## src/rtl/axi_lite_req_arbiter.sv

```systemverilog
// axi_lite_req_arbiter
// Shares one AXI-Lite master among N_REQ requesters. Requesters are picked
// round-robin and only one command is in flight at a time. The block pulses
// the master's write or read start, then watches the B or R handshake for
// completion. It returns a one-cycle response tagged with the requester ID.
// A WAIT timeout guards against a slave that never answers.
module axi_lite_req_arbiter #(
  parameter int N_REQ       = 4,
  parameter int ID_W        = $clog2(N_REQ),
  parameter int TIMEOUT_CYC = 1024
) (
  input  logic                ACLK,
  input  logic                ARESET,
  input  logic [N_REQ-1:0]    REQ_VALID,
  input  logic [N_REQ-1:0]    REQ_WR,
  input  logic [N_REQ*32-1:0] REQ_ADDR,
  input  logic [N_REQ*32-1:0] REQ_WDATA,
  input  logic [N_REQ*4-1:0]  REQ_STRB,
  output logic [N_REQ-1:0]    REQ_READY,
  output logic                RSP_VALID,
  output logic [ID_W-1:0]     RSP_ID,
  output logic [1:0]          RSP_RESP,
  output logic [31:0]         RSP_RDATA,
  output logic [31:0]         C_ADRR,
  output logic [31:0]         C_DATA,
  output logic [3:0]          C_STRB,
  output logic                C_VALID,
  output logic [31:0]         C_ADRR_R,
  output logic                C_VALID_R,
  input  logic                M_BVALID,
  input  logic                M_BREADY,
  input  logic [1:0]          M_BRESP,
  input  logic                M_RDONE,
  input  logic [31:0]         M_RDATA,
  output logic                TIMEOUT_ERR
);

  localparam int              CNT_W    = $clog2(TIMEOUT_CYC);
  localparam logic [CNT_W-1:0] CNT_LAST = CNT_W'(TIMEOUT_CYC - 1);
  localparam logic [ID_W-1:0]  ID_LAST  = ID_W'(N_REQ - 1);

  typedef enum logic [3:0] {
    IDLE  = 4'b0001,
    ISSUE = 4'b0010,
    WAIT  = 4'b0100,
    RESP  = 4'b1000
  } state_t;

  state_t           state_q, state_d;
  logic [ID_W-1:0]  ptr_q, ptr_d;
  logic [CNT_W-1:0] cnt_q, cnt_d;
  logic             wr_q, wr_d;
  logic [ID_W-1:0]  id_q, id_d;
  logic [31:0]      c_adrr_q, c_adrr_d;
  logic [31:0]      c_data_q, c_data_d;
  logic [3:0]       c_strb_q, c_strb_d;
  logic [31:0]      c_adrr_r_q, c_adrr_r_d;
  logic [ID_W-1:0]  rsp_id_q, rsp_id_d;
  logic [1:0]       rsp_resp_q, rsp_resp_d;
  logic [31:0]      rsp_rdata_q, rsp_rdata_d;
  logic             timeout_err_q, timeout_err_d;

  // Per-requester views of the packed command buses, plus the search order
  // starting at the round-robin pointer.
  logic [31:0]     req_addr  [N_REQ];
  logic [31:0]     req_wdata [N_REQ];
  logic [3:0]      req_strb  [N_REQ];
  logic [ID_W-1:0] cand_idx  [N_REQ];

  for (genvar gi = 0; gi < N_REQ; gi++) begin : g_req
    assign req_addr[gi]  = REQ_ADDR[32*gi +: 32];
    assign req_wdata[gi] = REQ_WDATA[32*gi +: 32];
    assign req_strb[gi]  = REQ_STRB[4*gi +: 4];
    assign cand_idx[gi]  = ID_W'((int'(ptr_q) + gi) % N_REQ);
  end

  logic            grant_found;
  logic [ID_W-1:0] grant_idx;

  // Pick the first valid requester at or after the pointer, wrapping around.
  always_comb begin
    grant_found = 1'b0;
    grant_idx   = '0;
    for (int k = N_REQ - 1; k >= 0; k--) begin
      if (REQ_VALID[cand_idx[k]]) begin
        grant_found = 1'b1;
        grant_idx   = cand_idx[k];
      end
    end
  end

  // Accept is only offered while idle; at most one bit is set.
  always_comb begin
    REQ_READY = '0;
    if (state_q == IDLE && grant_found) begin
      REQ_READY[grant_idx] = 1'b1;
    end
  end

  // Next-state logic: sequence the command and capture the response.
  always_comb begin
    state_d       = state_q;
    ptr_d         = ptr_q;
    cnt_d         = cnt_q;
    wr_d          = wr_q;
    id_d          = id_q;
    c_adrr_d      = c_adrr_q;
    c_data_d      = c_data_q;
    c_strb_d      = c_strb_q;
    c_adrr_r_d    = c_adrr_r_q;
    rsp_id_d      = rsp_id_q;
    rsp_resp_d    = rsp_resp_q;
    rsp_rdata_d   = rsp_rdata_q;
    timeout_err_d = timeout_err_q;
    case (state_q)
      IDLE: begin
        if (grant_found) begin
          state_d = ISSUE;
          wr_d    = REQ_WR[grant_idx];
          id_d    = grant_idx;
          ptr_d   = (grant_idx == ID_LAST) ? '0 : grant_idx + 1'b1;
          if (REQ_WR[grant_idx]) begin
            c_adrr_d = req_addr[grant_idx];
            c_data_d = req_wdata[grant_idx];
            c_strb_d = req_strb[grant_idx];
          end else begin
            c_adrr_r_d = req_addr[grant_idx];
          end
        end
      end
      ISSUE: begin
        state_d = WAIT;
        cnt_d   = '0;
      end
      WAIT: begin
        cnt_d = cnt_q + 1'b1;
        // Completion is tested before the timeout so it wins on the last count.
        if (wr_q && M_BVALID && M_BREADY) begin
          state_d     = RESP;
          rsp_id_d    = id_q;
          rsp_resp_d  = M_BRESP;
          rsp_rdata_d = '0;
        end else if (!wr_q && M_RDONE) begin
          state_d     = RESP;
          rsp_id_d    = id_q;
          rsp_resp_d  = 2'b00;
          rsp_rdata_d = M_RDATA;
        end else if (cnt_q == CNT_LAST) begin
          state_d       = RESP;
          rsp_id_d      = id_q;
          rsp_resp_d    = 2'b10;
          rsp_rdata_d   = '0;
          timeout_err_d = 1'b1;
        end
      end
      RESP: begin
        state_d = IDLE;
      end
      default: begin
        state_d = IDLE;
      end
    endcase
  end

  // State and datapath registers; reset drops any outstanding command.
  always_ff @(posedge ACLK) begin
    if (ARESET) begin
      state_q       <= IDLE;
      ptr_q         <= '0;
      cnt_q         <= '0;
      wr_q          <= 1'b0;
      id_q          <= '0;
      c_adrr_q      <= '0;
      c_data_q      <= '0;
      c_strb_q      <= '0;
      c_adrr_r_q    <= '0;
      rsp_id_q      <= '0;
      rsp_resp_q    <= '0;
      rsp_rdata_q   <= '0;
      timeout_err_q <= 1'b0;
    end else begin
      state_q       <= state_d;
      ptr_q         <= ptr_d;
      cnt_q         <= cnt_d;
      wr_q          <= wr_d;
      id_q          <= id_d;
      c_adrr_q      <= c_adrr_d;
      c_data_q      <= c_data_d;
      c_strb_q      <= c_strb_d;
      c_adrr_r_q    <= c_adrr_r_d;
      rsp_id_q      <= rsp_id_d;
      rsp_resp_q    <= rsp_resp_d;
      rsp_rdata_q   <= rsp_rdata_d;
      timeout_err_q <= timeout_err_d;
    end
  end

  assign C_VALID     = (state_q == ISSUE) && wr_q;
  assign C_VALID_R   = (state_q == ISSUE) && !wr_q;
  assign RSP_VALID   = (state_q == RESP);
  assign C_ADRR      = c_adrr_q;
  assign C_DATA      = c_data_q;
  assign C_STRB      = c_strb_q;
  assign C_ADRR_R    = c_adrr_r_q;
  assign RSP_ID      = rsp_id_q;
  assign RSP_RESP    = rsp_resp_q;
  assign RSP_RDATA   = rsp_rdata_q;
  assign TIMEOUT_ERR = timeout_err_q;

endmodule

```

## config.mk

```make
export PLATFORM = sky130hd
export DESIGN_NAME = axi_lite_req_arbiter
export DESIGN_NICKNAME = d
export VERILOG_FILES = /design/src/rtl/axi_lite_req_arbiter.sv
export SDC_FILE = /design/constraint.sdc
export NUM_CORES = 1
export LEC_CHECK = 0
export ABC_AREA = 1
export BUFFER_PORTS_ARGS = -buffer_cell sky130_fd_sc_hd__buf_4
export CORE_AREA = 5 5 178 180
export CTS_BUF_LIST = sky130_fd_sc_hd__clkbuf_8
export DETAILED_ROUTE_END_ITERATION = 7
export DIE_AREA = 0 0 183 185
export GPL_TIMING_DRIVEN = 0
export SYNTH_ARGS = -nofsm -noshare
export SYNTH_HDL_FRONTEND = slang
export SYNTH_SLANG_ARGS = --single-unit
export TNS_END_PERCENT = 100
```

## constraint.sdc

```tcl
create_clock -name ACLK -period 4.5 [get_ports ACLK]
set_clock_uncertainty 0.15 [all_clocks]
set_input_delay 0.45 -clock ACLK [delete_from_list [all_inputs] [get_ports ACLK]]
set_output_delay 0.45 -clock ACLK [all_outputs]
set_load 0.05 [all_outputs]
```

==> results of run 1 <==
## sequential cells by signal, summed over array words and instances (netlist names)
name	flops
RSP_RESP	2
ptr_q	2
cnt_q	10
RSP_ID	2
RSP_RDATA	32
state_q	4
id_q	2
TIMEOUT_ERR	1
C_STRB	4
C_ADRR	32
C_ADRR_R	32
wr_q	1
C_DATA	32
## where the power goes
part           total (µW)  switching (µW)  internal [µW]
Clock                1190             619            570
Sequential           1900             189           1710
Combinational        7240            5090           2150
Total               10300            5900           4430
## through the flow
step	total power [µW]	area (µm²)	instances
2_1_floorplan	6690	9100	1508
6_report	10300	13500	2398
3_5_place_dp	9160	13100	2366
4_1_cts	10400	13500	2398
5_1_grt	11200	13500	2398
3_3_place_gp	9110	13100	2366
## cells in the mapped netlist
library cell / number / area, µm²
sky130_fd_sc_hd__a211oi_1: 3 / 22.5
sky130_fd_sc_hd__a21boi_2: 1 / 11.3
sky130_fd_sc_hd__a21oi_1: 13 / 65.1
sky130_fd_sc_hd__a221oi_1: 2 / 17.5
sky130_fd_sc_hd__a31oi_1: 1 / 6.26
sky130_fd_sc_hd__buf_1: 9 / 33.8
sky130_fd_sc_hd__buf_2: 45 / 225
sky130_fd_sc_hd__buf_4: 4 / 30.0
sky130_fd_sc_hd__buf_6: 5 / 56.3
sky130_fd_sc_hd__clkbuf_1: 30 / 113
sky130_fd_sc_hd__dfxtp_1: 156 / 3120
sky130_fd_sc_hd__ha_1: 5 / 62.6
sky130_fd_sc_hd__inv_1: 266 / 998
sky130_fd_sc_hd__inv_2: 4 / 15.0
sky130_fd_sc_hd__nand2_1: 485 / 1820
sky130_fd_sc_hd__nand2_2: 3 / 18.8
sky130_fd_sc_hd__nand3_1: 90 / 450
sky130_fd_sc_hd__nand3_2: 1 / 10.0
sky130_fd_sc_hd__nand3b_1: 1 / 7.51
sky130_fd_sc_hd__nand4_1: 2 / 12.5
sky130_fd_sc_hd__nor2_1: 221 / 830
sky130_fd_sc_hd__nor2_2: 1 / 6.26
sky130_fd_sc_hd__nor3_1: 3 / 15.0
sky130_fd_sc_hd__nor3b_1: 1 / 7.51
sky130_fd_sc_hd__nor4_1: 1 / 6.26
sky130_fd_sc_hd__o211a_1: 1 / 10.0
sky130_fd_sc_hd__o211ai_1: 139 / 1040
sky130_fd_sc_hd__o21ai_0: 12 / 60.1
sky130_fd_sc_hd__o21ai_1: 1 / 5.00
sky130_fd_sc_hd__o41ai_1: 1 / 8.76
sky130_fd_sc_hd__or2_2: 1 / 6.26
## layout by cell type, fill, tap and decap left out, drive strengths merged, types with 2 or more instances in the layout
cell      instances
nor3              3
a221oi            2
nand4             2
o21ai            13
a21oi            13
bufinv            3
nor2            222
ha                5
clkbuf           47
a211oi            3
nand3            91
clkinvlp          2
inv             279
nand2           488
buf             525
dfxtp           156
o211ai          139
## tightest hold or removal path: cells and delay by family
kind          cells  cell delay, ns
buf+inv           1            0.08
simple gates      2            0.11
## logic make-up after synthesis
group / count (synthesis) / synth area share
DFF: 156 / 0.343
and+or+nand+nor: 810 / 0.351
AOI/OAI and AO/OA: 174 / 0.137
buffers and inverters: 363 / 0.162
adders and majority gates: 5 / 0.00688
## cell type report
class | count | share of cell area
multi-input cells | 989 | 0.334
repair buffers | 462 | 0.257
flip-flops and latches | 156 | 0.231
inverters | 270 | 0.0751
well taps | 396 | 0.0367
plain buffers | 93 | 0.0339
clock buffers | 17 | 0.0173
clock inverters | 15 | 0.0147
## per-layer routing
metal  track usage  share of wire  up-vias
li1              -              -     5594
met1         0.288           0.41     4989
met2         0.406           0.48      441
met3        0.0632          0.080       54
met4        0.0766          0.028        0
met5             0              0        -
## worst paths after layout
kind	slack [ns]	to	cells past startpoint	start
setup / recovery	0.74	REQ_READY[3]	13	ptr_q[0]
hold / removal	0.03	RSP_RDATA[11]	3	M_RDATA[11]
setup reg to reg	1.51	C_ADRR_R[11]	15	ptr_q[0]
hold reg to reg	0.33	RSP_RDATA[30]	2	RSP_RDATA[30]
==> summary.md, run 1 <==
| Metric | Value |
|---|---|
| Area of the die | 33900 µm² |
| Delay contributed by the slowest stage of the critical path | 0.55 ns |
| CP Data Arrival Time | 3.16 ns |
| Run status | complete, no violations |
| Total detailed-routing wirelength | 41800 µm |
| Clock insertion delay at the later pin of the skew report | 0.45 ns |
| Area Growth Syn to Fin | 48.3% |
| Sequential cell area fraction in the yosys report | 0.343 |
| Worst setup slack after placement | 1.24 ns |
| I/O pin total | 463 |
| Worst endpoint required time | 3.90 ns |
| TritonCTS clock tree | built |
| Net count reported at finish | 2313 |
| Final hold violation count | 0 |
| Unrepaired setup endpoints after global routing | false |
| Final standard cell utilization of the core | 0.449 |
| Max VDD drop | 0.000334 V |
| Area occupied by registers | 3120 µm² |
| Fraction of layout instances using a drive strength above 1 | 0.279 |
| Via count of the first global-routing pass | 10800 |
| Depth of the CTS H-tree | 4 |
| Worst path most repeated cell | sky130_fd_sc_hd__nand2_1 |
| Clock sink count | 156 |
| Kind of start point of the critical path | flop |
| Largest net degree at the start of global routing | 17 |
| Hold/Removal Path Class | in -> reg |
| Antenna-violating nets left | 0 |
| Transition time at the pin with the least slew margin | 0.823 ns |
| Share of the clock period used by the worst path | 0.836 |
| Hpwl dp | 33800 µm |
| Timing-limited maximum frequency | 266 MHz |
| Net Count, Synth | 1832 |
| Number of warnings issued by yosys | 0 |
| Multi-input combinational cell area | 4500 µm² |
| Cells along the critical path | buf_4 > inv_2 > nand2_1 > nand2_1 > nand2_1 > nor2_1 > o21ai_1 > a21boi_2 > clkbuf_1 > ha_1 > inv_1 > nor2_1 > buf_4 |
| Wire length of the first global-routing pass | 62100 µm |
| Relative max-transition margin | 0.451 |
| Global-route usage over all layers | 0.236 |
| Type of the setup path with the least slack | reg -> out |
| DR vias/cell | 4.62 |
| Routability cong. | 0.928 |
| Final worst slack | 0.736 ns |
| Detail-routed net length per standard cell | 17.4 µm |
| Max-slew violation total from the final report | 0 |
| Area of the mapped netlist | 9100 µm² |
| Kind of end point of the critical path | output pin |
| Cell Rows | 64 |
| Number of diodes | 0 |
| Worst hold slack across all endpoints | 0.0335 ns |
| 1st-iter DRT viols | 615 |
| Die Y | 185 µm |
| Post-cts gate resize count | 0 |
| Master cell of the clock root buffer | sky130_fd_sc_hd__clkbuf_8 |
| Mapped Cells | 1508 |
| Die X-Extent | 183 µm |
| Initial core utilization | 0.303 |
| Total vias in the final route | 11100 |
| Final sum of negative setup slack | 0 ns |
| Highest net fanout along the worst path | 11 |
| Crit path max-delay cell type | sky130_fd_sc_hd__a21boi_2 |
| Drt first pass iters | 5 |
| Quantity of hold-fixing buffers added after cts | 0 |
| Buffers inserted during post-CTS setup optimization | 0 |
| Critical path buffers and inverters | 5 |
| Max clock buf depth | 2 |
| Number of buffers added by the clock tree synthesis step | 17 |
| Post-layout minimum cycle time | 3.76 ns |
| Number of register bits inferred by synthesis | 156 |
| Post-Syn Area per Cell | 6.03 µm² |
| Number of violations of the max-capacitance limit | 0 |
| Number of buffers added on ports | 462 |
| Crit path max-delay family | buffers and inverters |
| Number of antenna violations at the first check in global routing | 1 |
| Filler cells | 3348 |
| Final setup violation count | 0 |
| Clock-pin slew of the registers on the worst-case setup and hold paths | 0.11 ns |
| DRC | 0 |
| Floorplan core area | 30000 µm² |
| Remaining global-route overflow | 0 |
| Total power per unit cell area | 766 nW/µm² |
| Leakage power of the design | 0.00749 µW |
| Unique cell type count in the Yosys netlist | 31 |
Note: power is estimated with default switching activity, not from simulation.
==> run 2: changes to the inputs <==
==> constraint.sdc (replaced) <==
create_clock -name ACLK -period 3.4 [get_ports ACLK]
set_clock_uncertainty 0.15 [all_clocks]
set_input_delay 0.34 -clock ACLK [delete_from_list [all_inputs] [get_ports ACLK]]
set_output_delay 0.34 -clock ACLK [all_outputs]
set_load 0.05 [all_outputs]
==> run 2 against run 1 <==
Net effect: count of clock-buffer cells in the layout unchanged; register-to-register slack got worse by 1.2 ns; sequential power rose by 33%; utilization grew 1.2 points; highest routed layer unchanged; critical endpoint is now REQ_READY[0].
==> summary.md, run 2 (synthesized netlist as in run 1, its figures left out) <==
| Metric | Value |
|---|---|
| Routability cong. | 0.928 |
| Total detailed-routing wirelength | 42000 µm |
| Sequential share of power | 0.183 |
| Max-slew violation total from the final report | 0 |
| Share of the clock period used by the worst path | 0.925 |
| Unrepaired setup endpoints after global routing | false |
| Final worst slack | 0.256 ns |
| Kind of start point of the critical path | flop |
| Area of the die | 33900 µm² |
| Kind of end point of the critical path | output pin |
| I/O pin total | 463 |
| Relative max-transition margin | 0.450 |
| Max clock buf depth | 2 |
| Die Y | 185 µm |
| Hpwl dp | 33800 µm |
| Total power per unit cell area | 993 nW/µm² |
| DR vias/cell | 4.62 |
| Drt first pass iters | 5 |
| Global-route usage over all layers | 0.238 |
| Net switching power | 7820 µW |
| CP Data Arrival Time | 2.65 ns |
| Die X-Extent | 183 µm |
| Post-layout minimum cycle time | 3.14 ns |
| Highest net fanout along the worst path | 20 |
| Overall power of the completed layout | 13800 µW |
| Max VDD drop | 0.000444 V |
| Leakage power of the design | 0.00765 µW |
| Type of the setup path with the least slack | reg -> out |
| Via count of the first global-routing pass | 11000 |
| Depth of the CTS H-tree | 4 |
| Wire length of the first global-routing pass | 62800 µm |
| Remaining global-route overflow | 0 |
| Hold/Removal Path Class | in -> reg |
| Clock-pin slew of the registers on the worst-case setup and hold paths | 0.09 ns |
| Fraction of layout instances using a drive strength above 1 | 0.276 |
| Detail-routed net length per standard cell | 17.3 µm |
| Number of violations of the max-capacitance limit | 0 |
| Worst endpoint required time | 2.91 ns |
| Number of diodes | 0 |
| Run status | complete, no violations |
| Initial core utilization | 0.303 |
| Timing-limited maximum frequency | 318 MHz |
| Floorplan core area | 30000 µm² |
| Antenna-violating nets left | 0 |
| 1st-iter DRT viols | 668 |
| TritonCTS clock tree | built |
| Most common cell after layout, fill and taps aside | sky130_fd_sc_hd__nand2_1 |
| Total vias in the final route | 11200 |
| Number of buffers added on ports | 462 |
| Number of buffers added by the clock tree synthesis step | 17 |
| Net count reported at finish | 2347 |
| Combinational share of power | 0.703 |
| Area Growth Syn to Fin | 52.4% |
| Number of antenna violations at the first check in global routing | 2 |
| Clock insertion delay at the later pin of the skew report | 0.46 ns |
| Master cell of the clock root buffer | sky130_fd_sc_hd__clkbuf_8 |
| Final sum of negative setup slack | 0 ns |
| Cell Rows | 64 |
| Switch share | 0.568 |
| DRC | 0 |
| Worst setup slack after placement | 0.256 ns |
| Fraction of power consumed by the clock network | 0.114 |
| Top library cells by usage in the layout, fill and taps aside | 485 x sky130_fd_sc_hd__nand2_1, 469 x sky130_fd_sc_hd__buf_4, 266 x sky130_fd_sc_hd__inv_1 |
| Transition time at the pin with the least slew margin | 0.825 ns |
| Clock sink count | 156 |
| Final setup violation count | 0 |
| Final hold violation count | 0 |
| Largest net degree at the start of global routing | 21 |
| Internal power summed over all cells | 5940 µW |
run 2: cell types whose count changed in the layout (fill, tap and decap cells not counted):
| cell | delta |
|---|---|
| sky130_fd_sc_hd__buf_4 | +3 |
| sky130_fd_sc_hd__a21boi_2 | -1 |
| sky130_fd_sc_hd__buf_2 | -2 |
| sky130_fd_sc_hd__a21boi_4 | +1 |
| sky130_fd_sc_hd__nand2_4 | +1 |
| sky130_fd_sc_hd__clkbuf_1 | -1 |
| sky130_fd_sc_hd__dlygate4sd3_1 | +34 |
| sky130_fd_sc_hd__nand2_2 | -1 |
| sky130_fd_sc_hd__buf_8 | +1 |
| sky130_fd_sc_hd__buf_1 | -1 |
run 2: cell type report:
| type | count | area (µm²) |
|---|---|---|
| Tap cell | 396 | 495 |
| Timing Repair Buffer | 499 | 3830 |
| Buffer | 90 | 455 |
| Sequential cell | 156 | 3120 |
| Clock inverter | 15 | 198 |
| Inverter | 270 | 1010 |
| Clock buffer | 17 | 234 |
| Multi-Input combinational cell | 989 | 4520 |
| Fill cell | 3300 | 16200 |
run 2: final timing paths:
| path | from | end | slack, ns | cells past startpoint |
|---|---|---|---|---|
| max | ptr_q[0] | REQ_READY[0] | 0.26 | 14 |
| min | M_BVALID | RSP_RESP[0] | 0.07 | 3 |
| max reg2reg | ptr_q[0] | C_ADRR_R[11] | 0.32 | 15 |
| min reg2reg | RSP_RDATA[30] | RSP_RDATA[30] | 0.33 | 2 |
run 2: per-layer routing:
metal  GRT usage  routed length (µm)
met5           0                   0
met1       0.287               17100
met3      0.0668                3330
met4      0.0873                1570
met2       0.408               20100
run 2: worst max-delay path: stages (launching register included):
cell	delay, ns
sky130_fd_sc_hd__dfxtp_1	0.30
sky130_fd_sc_hd__buf_4	0.16
sky130_fd_sc_hd__inv_2	0.10
sky130_fd_sc_hd__nand2_1	0.09
sky130_fd_sc_hd__nand3_1	0.18
sky130_fd_sc_hd__nand2_1	0.11
sky130_fd_sc_hd__inv_2	0.09
sky130_fd_sc_hd__nand3_2	0.12
sky130_fd_sc_hd__nand2_2	0.21
sky130_fd_sc_hd__buf_8	0.24
sky130_fd_sc_hd__inv_1	0.10
sky130_fd_sc_hd__ha_1	0.18
sky130_fd_sc_hd__inv_1	0.06
sky130_fd_sc_hd__nor2_1	0.04
sky130_fd_sc_hd__buf_4	0.20
run 2: stage by stage:
stage                     area (µm²)  cells  utilization  hold slack, ns
final                          13900   2432        0.462          0.0741
after global routing           13900   2432        0.462          0.0330
after CTS                      13800   2429        0.461          0.0383
after detailed placement       13100   2366        0.435           0.311
after global placement         13100   2366        0.435           0.310
after floorplan                 9100   1508            -           0.268
run 2: repair_timing:
| item | 4_1_cts | 5_1_grt |
|---|---|---|
| endpoints found under the setup margin | 4 | 4 |
| setup buffers | 0 | 3 |
| pin swaps | 0 | 1 |
| hold buffers | 34 | 0 |
| gates resized for setup | 2 | 3 |
| hold endpoints to repair | 34 | 0 |
run 2: power by group through the flow:
stage / clock network [µW] / registers, µW / logic, µW
5_1_grt: 1700 / 2560 / 10700
3_5_place_dp: 0 / 2560 / 9570
6_report: 1580 / 2520 / 9670
2_1_floorplan: 0 / 3730 / 5130
3_3_place_gp: 0 / 2540 / 9510
4_1_cts: 1610 / 2520 / 9620
